==> src/rtl/kbd_pkg.sv <==
// Shared types and constants for the keyboard command sequencer: FSM state
// encoding, protocol bytes, the power-up command ROM and default parameters.
package kbd_pkg;

    localparam int ACK_TIMEOUT_DEF = 2000;
    localparam int MAX_RETRY_DEF   = 2;

    localparam logic [7:0] KBD_ACK    = 8'hFA;
    localparam logic [7:0] KBD_RESEND = 8'hFE;

    localparam logic [1:0] INIT_LAST = 2'd2;

    typedef enum logic [2:0] {
        ST_INIT_SEND = 3'd0,
        ST_INIT_TXW  = 3'd1,
        ST_INIT_ACK  = 3'd2,
        ST_READY     = 3'd3,
        ST_HOST_TXW  = 3'd4,
        ST_HOST_ACK  = 3'd5,
        ST_ERROR     = 3'd6
    } kbd_state_e;

    // Power-up sequence: enable scanning, select scan-code set, set 1.
    function automatic logic [7:0] init_rom(input logic [1:0] idx);
        case (idx)
            2'd0:    return 8'hF4;
            2'd1:    return 8'hF0;
            default: return 8'h01;
        endcase
    endfunction

endpackage

==> src/rtl/kbd_cmd_sequencer_if.sv <==
// Bundle between the sequencer, the keyboard serial transmitter/receiver and
// the host. The master modport is the sequencer side.
interface kbd_cmd_sequencer_if;
    logic [7:0] tx_data;
    logic       tx_start;
    logic       tx_busy;
    logic [7:0] rx_data;
    logic       rx_valid;
    logic       cmd_valid;
    logic [7:0] cmd_data;
    logic       cmd_ready;
    logic       cmd_done;
    logic       scan_valid;
    logic [7:0] scan_data;
    logic       init_done;
    logic       err;

    modport master (
        output tx_data, tx_start, cmd_ready, cmd_done, scan_valid, scan_data, init_done, err,
        input  tx_busy, rx_data, rx_valid, cmd_valid, cmd_data
    );

    modport slave (
        input  tx_data, tx_start, cmd_ready, cmd_done, scan_valid, scan_data, init_done, err,
        output tx_busy, rx_data, rx_valid, cmd_valid, cmd_data
    );
endinterface

==> src/rtl/kbd_ack_timer.sv <==
// Acknowledge-wait counter: counts enabled cycles and flags the last allowed
// cycle so the sequencer can retry or give up.
module kbd_ack_timer
    import kbd_pkg::*;
#(
    parameter int ACK_TIMEOUT = ACK_TIMEOUT_DEF
) (
    input  logic clk,
    input  logic rst_n,
    input  logic clear,
    input  logic enable,
    output logic expired
);
    localparam int CNT_W = $clog2(ACK_TIMEOUT + 1);

    logic [CNT_W-1:0] cnt_q, cnt_d;

    assign expired = enable && (cnt_q == CNT_W'(ACK_TIMEOUT - 1));

    always_comb begin
        cnt_d = cnt_q;
        if (clear) begin
            cnt_d = '0;
        end else if (enable && !expired) begin
            cnt_d = cnt_q + CNT_W'(1);
        end
    end

    always_ff @(posedge clk) begin
        if (!rst_n) begin
            cnt_q <= '0;
        end else begin
            cnt_q <= cnt_d;
        end
    end
endmodule

==> src/rtl/kbd_cmd_sequencer.sv <==
// PS/2 keyboard command sequencer: runs the power-up command ROM, then relays
// host commands and forwards scan bytes. Define KBD_CMD_RESEND_EN to treat a
// keyboard RESEND (FE) during an acknowledge wait like a timeout.
module kbd_cmd_sequencer
    import kbd_pkg::*;
#(
    parameter int ACK_TIMEOUT = ACK_TIMEOUT_DEF,
    parameter int MAX_RETRY   = MAX_RETRY_DEF
) (
    input  logic                KBD_CLK,
    input  logic                KBD_RESET_N,
    kbd_cmd_sequencer_if.master bus
);
    localparam int RETRY_W = (MAX_RETRY < 1) ? 1 : $clog2(MAX_RETRY + 1);

`ifdef KBD_CMD_RESEND_EN
    localparam bit RESEND_EN = 1'b1;
`else
    localparam bit RESEND_EN = 1'b0;
`endif

    kbd_state_e       state_q, state_d;
    logic [1:0]       idx_q, idx_d;
    logic [RETRY_W-1:0] retry_q, retry_d;
    logic             busy_seen_q, busy_seen_d;
    logic [7:0]       tx_data_q, tx_data_d;
    logic             tx_start_q, tx_start_d;
    logic             cmd_done_q, cmd_done_d;
    logic             scan_valid_q, scan_valid_d;
    logic [7:0]       scan_data_q, scan_data_d;
    logic             init_done_q, init_done_d;
    logic             err_q, err_d;

    logic in_ack, tmr_expired, cmd_ready, cmd_accept;
    logic rx_ack, rx_resend, retry_now, fwd_ok;

    assign in_ack     = (state_q == ST_INIT_ACK) || (state_q == ST_HOST_ACK);
    assign cmd_ready  = (state_q == ST_READY) && !bus.tx_busy;
    assign cmd_accept = bus.cmd_valid && cmd_ready;
    assign rx_ack     = bus.rx_valid && (bus.rx_data == KBD_ACK);
    assign rx_resend  = RESEND_EN && bus.rx_valid && (bus.rx_data == KBD_RESEND);
    // An FA wins over a timeout or resend arriving in the same cycle.
    assign retry_now  = !rx_ack && (tmr_expired || rx_resend);

    kbd_ack_timer #(.ACK_TIMEOUT(ACK_TIMEOUT)) u_ack_timer (
        .clk     (KBD_CLK),
        .rst_n   (KBD_RESET_N),
        .clear   (!in_ack),
        .enable  (in_ack),
        .expired (tmr_expired)
    );

    always_comb begin
        state_d      = state_q;
        idx_d        = idx_q;
        retry_d      = retry_q;
        busy_seen_d  = busy_seen_q;
        tx_data_d    = tx_data_q;
        tx_start_d   = 1'b0;
        cmd_done_d   = 1'b0;
        scan_valid_d = 1'b0;
        scan_data_d  = scan_data_q;
        init_done_d  = init_done_q;
        err_d        = err_q;
        fwd_ok       = 1'b0;

        case (state_q)
            ST_INIT_SEND: begin
                tx_start_d  = 1'b1;
                tx_data_d   = init_rom(idx_q);
                busy_seen_d = 1'b0;
                state_d     = ST_INIT_TXW;
            end
            ST_INIT_TXW, ST_HOST_TXW: begin
                if (bus.tx_busy) begin
                    busy_seen_d = 1'b1;
                end else if (busy_seen_q) begin
                    state_d = (state_q == ST_INIT_TXW) ? ST_INIT_ACK : ST_HOST_ACK;
                end
            end
            ST_INIT_ACK: begin
                if (rx_ack) begin
                    retry_d = '0;
                    if (idx_q == INIT_LAST) begin
                        init_done_d = 1'b1;
                        state_d     = ST_READY;
                    end else begin
                        idx_d   = idx_q + 2'd1;
                        state_d = ST_INIT_SEND;
                    end
                end else if (retry_now) begin
                    if (retry_q < RETRY_W'(MAX_RETRY)) begin
                        retry_d = retry_q + RETRY_W'(1);
                        state_d = ST_INIT_SEND;
                    end else begin
                        err_d   = 1'b1;
                        state_d = ST_ERROR;
                    end
                end
            end
            ST_READY: begin
                fwd_ok = 1'b1;
                if (cmd_accept) begin
                    tx_data_d   = bus.cmd_data;
                    tx_start_d  = 1'b1;
                    busy_seen_d = 1'b0;
                    state_d     = ST_HOST_TXW;
                end
            end
            ST_HOST_ACK: begin
                fwd_ok = !rx_ack && !rx_resend;
                if (rx_ack) begin
                    retry_d    = '0;
                    cmd_done_d = 1'b1;
                    state_d    = ST_READY;
                end else if (retry_now) begin
                    if (retry_q < RETRY_W'(MAX_RETRY)) begin
                        // tx_data_q still holds the host byte, so resend it directly.
                        retry_d     = retry_q + RETRY_W'(1);
                        tx_start_d  = 1'b1;
                        busy_seen_d = 1'b0;
                        state_d     = ST_HOST_TXW;
                    end else begin
                        err_d   = 1'b1;
                        state_d = ST_ERROR;
                    end
                end
            end
            ST_ERROR: begin
                err_d = 1'b1;
            end
            default: begin
                state_d = ST_INIT_SEND;
            end
        endcase

        if (bus.rx_valid && fwd_ok) begin
            scan_valid_d = 1'b1;
            scan_data_d  = bus.rx_data;
        end
    end

    always_ff @(posedge KBD_CLK) begin
        if (!KBD_RESET_N) begin
            state_q      <= ST_INIT_SEND;
            idx_q        <= '0;
            retry_q      <= '0;
            busy_seen_q  <= 1'b0;
            tx_data_q    <= 8'h00;
            tx_start_q   <= 1'b0;
            cmd_done_q   <= 1'b0;
            scan_valid_q <= 1'b0;
            scan_data_q  <= 8'h00;
            init_done_q  <= 1'b0;
            err_q        <= 1'b0;
        end else begin
            state_q      <= state_d;
            idx_q        <= idx_d;
            retry_q      <= retry_d;
            busy_seen_q  <= busy_seen_d;
            tx_data_q    <= tx_data_d;
            tx_start_q   <= tx_start_d;
            cmd_done_q   <= cmd_done_d;
            scan_valid_q <= scan_valid_d;
            scan_data_q  <= scan_data_d;
            init_done_q  <= init_done_d;
            err_q        <= err_d;
        end
    end

    assign bus.tx_data    = tx_data_q;
    assign bus.tx_start   = tx_start_q;
    assign bus.cmd_ready  = cmd_ready;
    assign bus.cmd_done   = cmd_done_q;
    assign bus.scan_valid = scan_valid_q;
    assign bus.scan_data  = scan_data_q;
    assign bus.init_done  = init_done_q;
    assign bus.err        = err_q;
endmodule

==> src/flat_wrapper.sv <==
// flat-port wrapper written by rule: the top's interface ports become plain ports
module kbd_cmd_sequencer_flat import kbd_pkg::*;
#(
    parameter int ACK_TIMEOUT = ACK_TIMEOUT_DEF,
    parameter int MAX_RETRY   = MAX_RETRY_DEF
)
  (KBD_CLK, KBD_RESET_N, bus_tx_data, bus_tx_start, bus_cmd_ready, bus_cmd_done, bus_scan_valid, bus_scan_data, bus_init_done, bus_err, bus_tx_busy, bus_rx_data, bus_rx_valid, bus_cmd_valid, bus_cmd_data);
  kbd_cmd_sequencer_if bus_i ();
  input  logic KBD_CLK;
  input  logic KBD_RESET_N;
  output wire logic [$bits(bus_i.tx_data)-1:0] bus_tx_data;
  output wire logic [$bits(bus_i.tx_start)-1:0] bus_tx_start;
  output wire logic [$bits(bus_i.cmd_ready)-1:0] bus_cmd_ready;
  output wire logic [$bits(bus_i.cmd_done)-1:0] bus_cmd_done;
  output wire logic [$bits(bus_i.scan_valid)-1:0] bus_scan_valid;
  output wire logic [$bits(bus_i.scan_data)-1:0] bus_scan_data;
  output wire logic [$bits(bus_i.init_done)-1:0] bus_init_done;
  output wire logic [$bits(bus_i.err)-1:0] bus_err;
  input wire logic [$bits(bus_i.tx_busy)-1:0] bus_tx_busy;
  input wire logic [$bits(bus_i.rx_data)-1:0] bus_rx_data;
  input wire logic [$bits(bus_i.rx_valid)-1:0] bus_rx_valid;
  input wire logic [$bits(bus_i.cmd_valid)-1:0] bus_cmd_valid;
  input wire logic [$bits(bus_i.cmd_data)-1:0] bus_cmd_data;
  assign bus_tx_data = bus_i.tx_data;
  assign bus_tx_start = bus_i.tx_start;
  assign bus_cmd_ready = bus_i.cmd_ready;
  assign bus_cmd_done = bus_i.cmd_done;
  assign bus_scan_valid = bus_i.scan_valid;
  assign bus_scan_data = bus_i.scan_data;
  assign bus_init_done = bus_i.init_done;
  assign bus_err = bus_i.err;
  assign bus_i.tx_busy = bus_tx_busy;
  assign bus_i.rx_data = bus_rx_data;
  assign bus_i.rx_valid = bus_rx_valid;
  assign bus_i.cmd_valid = bus_cmd_valid;
  assign bus_i.cmd_data = bus_cmd_data;
  kbd_cmd_sequencer #(.ACK_TIMEOUT(ACK_TIMEOUT), .MAX_RETRY(MAX_RETRY)) u_core (.KBD_CLK(KBD_CLK), .KBD_RESET_N(KBD_RESET_N), .bus(bus_i));
endmodule
==> config.mk <==
export PLATFORM = sky130hd
export DESIGN_NAME = kbd_cmd_sequencer_flat
export DESIGN_NICKNAME = d
export VERILOG_FILES = /design/src/rtl/kbd_pkg.sv /design/src/rtl/kbd_cmd_sequencer_if.sv /design/src/rtl/kbd_ack_timer.sv /design/src/rtl/kbd_cmd_sequencer.sv /design/src/flat_wrapper.sv
export SDC_FILE = /design/constraint.sdc
export NUM_CORES = 1
export LEC_CHECK = 0
export BUFFER_PORTS_ARGS = -buffer_cell sky130_fd_sc_hd__buf_2
export CORE_ASPECT_RATIO = 1.2
export CORE_UTILIZATION = 58
export DETAILED_ROUTE_END_ITERATION = 8
export GPL_ROUTABILITY_DRIVEN = 0
export PLACE_DENSITY = 0.84
export SYNTH_ARGS = -nofsm -noshare
export SYNTH_HDL_FRONTEND = slang
export SYNTH_HIERARCHICAL = 1
export SYNTH_SLANG_ARGS = --single-unit
==> constraint.sdc <==
create_clock -name KBD_CLK -period 5.33 [get_ports KBD_CLK]
set_input_delay 0.2665 -clock KBD_CLK [delete_from_list [all_inputs] [get_ports KBD_CLK]]
set_output_delay 0.2665 -clock KBD_CLK [all_outputs]
set_load 0.005 [all_outputs]
== Word level (Yosys, flattened, before mapping) ==
Cells that the tools add are included.
Widths: inputs -> output; s select.

* Output and inout port bits: 22
* Bits of input ports: 21
* Logic and storage cells: 105
* Flip-flop bits (word level): 40

* Mux-type cells: 36
* $lt $le $gt $ge: 1
* Reductions and logical operators: 29
* Add/sub/neg operators: 3
* Equal/unequal tests: 22
* Bitwise gates (word level): 2

{| class="wikitable"
|+ Operators by type and width
! operator !! count
|-
| $pmux 8 s2 || 2
|-
| $mux 3 || 9
|-
| $pmux 3 s6 || 1
|-
| $mux 1 || 14
|-
| $ne 2x2->1 const B || 6
|-
| $reduce_and 6->1 || 2
|-
| $add 11x1->11 const B || 1
|-
| $eq 11x11->1 const B || 1
|-
| $mux 2 || 5
|-
| $eq 3x3->1 const B || 3
|-
| $reduce_and 3->1 || 3
|-
| $eq 8x8->1 const B || 1
|-
| $mux 8 || 1
|-
| $ne 2x1->1 const B || 4
|-
| $reduce_bool 2->1 || 4
|-
| $logic_and 1x1->1 || 7
|-
| $eq 3x2->1 const B || 2
|-
| $ne 3x1->1 const B || 2
|-
| $reduce_and 2->1 || 3
|-
| $add 2x1->2 const B || 2
|-
| $pmux 1 s2 || 2
|-
| $pmux 1 s4 || 1
|-
| $reduce_and 4->1 || 1
|-
| $reduce_bool 4->1 || 1
|-
| 11 further kinds || 15
|}

== Longest topological paths before layout ==
* Depth in word-level cells: 7
* Depth in mapped cells: 11
* Gate-level depth less buffers: 9

== Cells and area by module ==
Netlist, hierarchy kept.

{| class="wikitable"
|+ By module, submodules not included
! module !! seq. area each (um^2) !! area each (um^2) !! cells each !! instances
|-
| kbd_cmd_sequencer || 580.6 || 1456.4 || 176 || 1
|-
| kbd_ack_timer || 220.2 || 628.1 || 73 || 1
|}

== Worst setup path before layout ==
Ideal clock, no wire load.

* Kind: reg-to-reg
* Start point: reg u_core.state_q[0]
* End point: reg u_core.retry_q[0]
* Setup slack: 3164 ps
* Clock period less this slack: 2166 ps
* Arrival: 2095 ps
* Required time: 5260 ps
* Library setup time: 70 ps
* Stages on the path, launching flop included: 10
* Buffers on the path: 1
* Cells stage by stage: dfxtp_1 > or3b_1 > nand2_1 > buf_4 > nand3_2 > nor2_1 > nor2b_1 > o41ai_1 > or3_1 > a21oi_1

* Cells in the longest elaborated chain, start to end: 6
* Elaborated cells on any way between the ends: 8
* Those cells by class: eq/ne (2); reduce/logical (6)

{| class="wikitable"
|+ RTL lines
! item !! line !! source
|-
| start: declaration || kbd_cmd_sequencer.sv:22 || <nowiki>kbd_state_e state_q, state_d;</nowiki>
|-
| start signal: assignment || kbd_cmd_sequencer.sv:157 || <nowiki>state_q <= state_d;</nowiki>
|-
| $eq 3x2->1 / $eq 3x3->1 (equally long branches) || kbd_cmd_sequencer.sv:37 || <nowiki>assign in_ack = (state_q == ST_INIT_ACK) || (state_q == ST_HOST_ACK);</nowiki>
|-
| $logic_or 1x1->1 (*) || kbd_cmd_sequencer.sv:37 ||
|-
| via u_core.in_ack || kbd_cmd_sequencer.sv:34 || <nowiki>logic in_ack, tmr_expired, cmd_ready, cmd_accept;</nowiki>
|-
| $logic_and 1x1->1 (*) || kbd_ack_timer.sv:18 || <nowiki>assign expired = enable && (cnt_q == CNT_W'(ACK_TIMEOUT - 1));</nowiki>
|-
| via u_core.tmr_expired || kbd_cmd_sequencer.sv:34 ||
|-
| $logic_and 1x1->1 (*) || kbd_cmd_sequencer.sv:43 || <nowiki>assign retry_now = !rx_ack && (tmr_expired || rx_resend);</nowiki>
|-
| $reduce_bool 2->1 (no source line) (*) || n/a ||
|-
| $reduce_and 3->1 (no source line) (*) || n/a ||
|-
| end signal: assignment || kbd_cmd_sequencer.sv:159 || <nowiki>retry_q <= retry_d;</nowiki>
|-
| end: declaration || kbd_cmd_sequencer.sv:24 || <nowiki>logic [RETRY_W-1:0] retry_q, retry_d;</nowiki>
|}

The timed path passes the listed nets; every way through them passes the cells marked *.
A chain may end at the register's enable or synchronous reset.

== Worst setup path after layout ==
* Start point: reg u_core.state_q[1]
* End point: reg u_core.tx_start_q (netlist: u_core/bus.tx_start)

* Cells in the longest elaborated chain, start to end: 7
* Elaborated cells on any way between the ends: 13
* Those cells by class: eq/ne (3); mux (4); reduce/logical (6)

{| class="wikitable"
|+ RTL lines
! item !! line !! source
|-
| $eq 3x2->1 / $eq 3x3->1 (equally long branches) || kbd_cmd_sequencer.sv:37 ||
|-
| $logic_or 1x1->1 (*) || kbd_cmd_sequencer.sv:37 ||
|-
| via u_core.in_ack || kbd_cmd_sequencer.sv:34 ||
|-
| $logic_and 1x1->1 (*) || kbd_ack_timer.sv:18 ||
|-
| via u_core.tmr_expired || kbd_cmd_sequencer.sv:34 ||
|-
| $logic_and 1x1->1 (*) || kbd_cmd_sequencer.sv:43 ||
|-
| $mux 1 (*) || kbd_cmd_sequencer.sv:116 || <nowiki>end else if (retry_now) begin</nowiki>
|-
| $mux 1 (*) || kbd_cmd_sequencer.sv:112 || <nowiki>if (rx_ack) begin</nowiki>
|-
| $pmux 1 s3 (*) || kbd_cmd_sequencer.sv:67 || <nowiki>case (state_q)</nowiki>
|-
| end signal: assignment || kbd_cmd_sequencer.sv:162 || <nowiki>tx_start_q <= tx_start_d;</nowiki>
|-
| end: declaration || kbd_cmd_sequencer.sv:27 || <nowiki>logic tx_start_q, tx_start_d;</nowiki>
|}

Marks and branches as above.

==> impl_metrics.json <==
{
  "reg2reg_depth": 8,
  "final_common_cell": "buf_2",
  "n_fill_cell": 302,
  "skew_ns": 0.00261,
  "num_rows": 23,
  "r2r-start": "u_core/state_q[1]",
  "wl_mm": 4.54,
  "initialDrtViolationCount": 66,
  "ios": 43,
  "hold_buffers": 0,
  "synth_cells": 249,
  "nets": 309,
  "cp.required_ns": 5.53,
  "track_usage_pct": 26.1,
  "cts_setup_buffers": 0,
  "fin_tns_setup_ns": 0,
  "via_per_inst": 5.93,
  "power_uw": 733,
  "cts-htree-levels": 2,
  "clock-root-buffer": "clkbuf_8",
  "die_h_um": 67.7,
  "io_buffers": 42,
  "r2r_slack_ns": 2.51,
  "cts_sinks": 40,
  "cts_resized": 0,
  "drive_gt1_share_pct": 20.4,
  "hold_start": "bus_rx_valid",
  "cap_violations": 0,
  "cts_tree": "done",
  "dr.pass1.iters": 4,
  "hold_depth": 2,
  "layout_min_cycle_time_ns": 2.82,
  "cts_buffer_depth": 2,
  "end_kind": "register",
  "die-width_um": 56.7,
  "ys.flop_type": "dfxtp_1",
  "holdPathEnd": "u_core/bus.scan_valid",
  "start_kind": "register",
  "powerDensity_nw_per_um2": 310,
  "final_cell_mix": "buf_2, dfxtp_1, nand2_1",
  "worst_slew_pin_slew_ns": 0.586,
  "wl_per_cell_um": 14.2,
  "ir_drop_mv": 0.265,
  "drv_slew": 0,
  "min_path_type": "input pin to register",
  "critPathMaxFanout": 15,
  "place_hpwl_mm": 3.24,
  "status": "complete, no violations",
  "r2r-end": "u_core/bus.tx_start",
  "drc": 0,
  "dr_total_vias": 1902,
  "crit_type": "register to register",
  "rsz0062_at_grt": "no",
  "core_um2": 3400,
  "start_util_pct": 61.4,
  "fmax_ghz": 0.354,
  "syn2layout_area_growth_pct": 13.6,
  "gr-total-overflow": 0,
  "antenna_cells": 0,
  "grt_pass1_wl_mm": 7.75,
  "finalHoldViolCount": 0,
  "leakagePower_uw": 0.000911,
  "yosysWarnings": 6,
  "syn_area_um2": 2080,
  "synth-seq-cells": 40,
  "fin_crit_sh_pct": 53.0,
  "die_area_um2": 3840,
  "synth_area_per_cell_um2": 8.37,
  "numCtsBuffers": 5,
  "slew_headroom_pct": 60.8,
  "clkLatencyLatePin_ns": 0.29,
  "synth_edf_count": 0,
  "synth-seq-area-share_pct": 38.4,
  "async_flop_share_pct": 0,
  "synth_nets": 274,
  "worstPathArrival_ns": 3.03,
  "antenna_left": 0,
  "antenna_found_initial": 0,
  "setup_viol": 0,
  "clkTransAtPathRegs_ns": 0.07,
  "grt_max_degree": 33,
  "grt_pass1_vias": 1711,
  "ys_types": 56
}
==> Yosys cell counts, drive strengths merged, types with 2 or more instances <==
cell     n  area [µm²]
mux2i   10         100
nand2   39         146
and4     2        17.5
dfxtp   40         801
nor4bb   3        30.0
o21ai   12        60.1
clkbuf   9        35.0
or3      4        25.0
a31oi    7        43.8
o211ai   6        45.0
or4      5        37.5
nor2    11        41.3
nand3b   2        15.0
buf      5        33.8
o21a     2        15.0
ha       4        50.1
nor3     4        31.3
xnor2    2        17.5
a21oi   18        90.1
nand2b   4        25.0
nand4    6        43.8
nor2b    6        37.5
or2      2        12.5
nand3    8        45.0
o31ai    5        37.5
and2     3        18.8
inv      9        33.8
a22oi    3        36.3
==> cell families after synthesis <==
kind of cell | synth area share (%)
xor gates and xnor gates | 0.840
muxes | 4.80
AOI/OAI and AO/OA | 19.9
and+or+nand+nor | 28.5
buffers and inverters | 5.10
DFF | 38.4
adders and majority gates | 2.40
==> report_power, final <==
group          total, µW  leakage, µW  switching [µW]  internal [µW]
clock                213    0.0000503            97.5            115
sequential           347     0.000325            23.8            323
combinational        173     0.000536            99.1           74.2
==> critical path, cell delays in order (launching register included) <==
cell,delay (ns)
dfxtp_1,0.54
or3b_1,0.46
nand2_1,0.40
nand3_2,0.18
nor2_1,0.30
nor2b_1,0.23
o41ai_1,0.13
a22oi_1,0.26
nor3b_1,0.23
==> metrics by stage <==
| stage | instance area, µm² | instances | hold slack, ns | setup slack (ns) | utilization [%] |
|---|---|---|---|---|---|
| after floorplan | 2080 | 249 | 0.409 | 3.16 | - |
| after global placement | 2270 | 314 | 0.442 | 2.75 | 66.9 |
| after detailed placement | 2270 | 314 | 0.443 | 2.58 | 66.9 |
| after CTS | 2370 | 321 | 0.220 | 2.53 | 69.7 |
| after global routing | 2370 | 321 | 0.243 | 2.15 | 69.7 |
| final | 2370 | 321 | 0.227 | 2.51 | 69.7 |
==> registers in the layout (all words and copies together) (netlist names) <==
register,flops
u_core/bus.err,1
u_core/retry_q,2
u_core/u_ack_timer/cnt_q,11
u_core/bus.init_done,1
u_core/state_q,3
u_core/bus.cmd_done,1
u_core/idx_q,2
u_core/bus.tx_start,1
u_core/bus.scan_valid,1
u_core/bus.tx_data,8
u_core/busy_seen_q,1
u_core/bus.scan_data,8
==> layout make-up <==
| type | count | area [µm²] | area share (%) |
|---|---|---|---|
| tap | 37 | 46.3 | 1.95 |
| sequential | 40 | 801 | 33.8 |
| inverter | 10 | 37.5 | 1.58 |
| timing repair buffer | 42 | 210 | 8.87 |
| multi-input combinational | 185 | 1180 | 49.7 |
| clock buffer | 7 | 96.3 | 4.07 |
==> layer usage <==
metal  global-route usage [%]  up-vias  part of all wire, %
li1                         -      970                    -
met1                     31.1      888                   44
met2                     45.2       37                   49
met3                     6.70        7                  4.6
met4                     10.0        0                  1.9
met5                        0        -                    0
==> how the worst max path moves through the flow <==
stage | startpoint | depth (start not counted) | endpoint
2_1_floorplan | u_core/state_q[0] | 9 | u_core/retry_q[0]
3_3_place_gp | u_core/state_q[1] | 8 | u_core/bus.tx_start
3_5_place_dp | u_core/state_q[1] | 8 | u_core/bus.tx_start
4_1_cts | u_core/state_q[1] | 8 | u_core/bus.tx_start
5_1_grt | u_core/state_q[1] | 8 | u_core/bus.tx_start
6_report | u_core/state_q[1] | 8 | u_core/bus.tx_start
No activity file was read; power rests on OpenSTA's default activity.
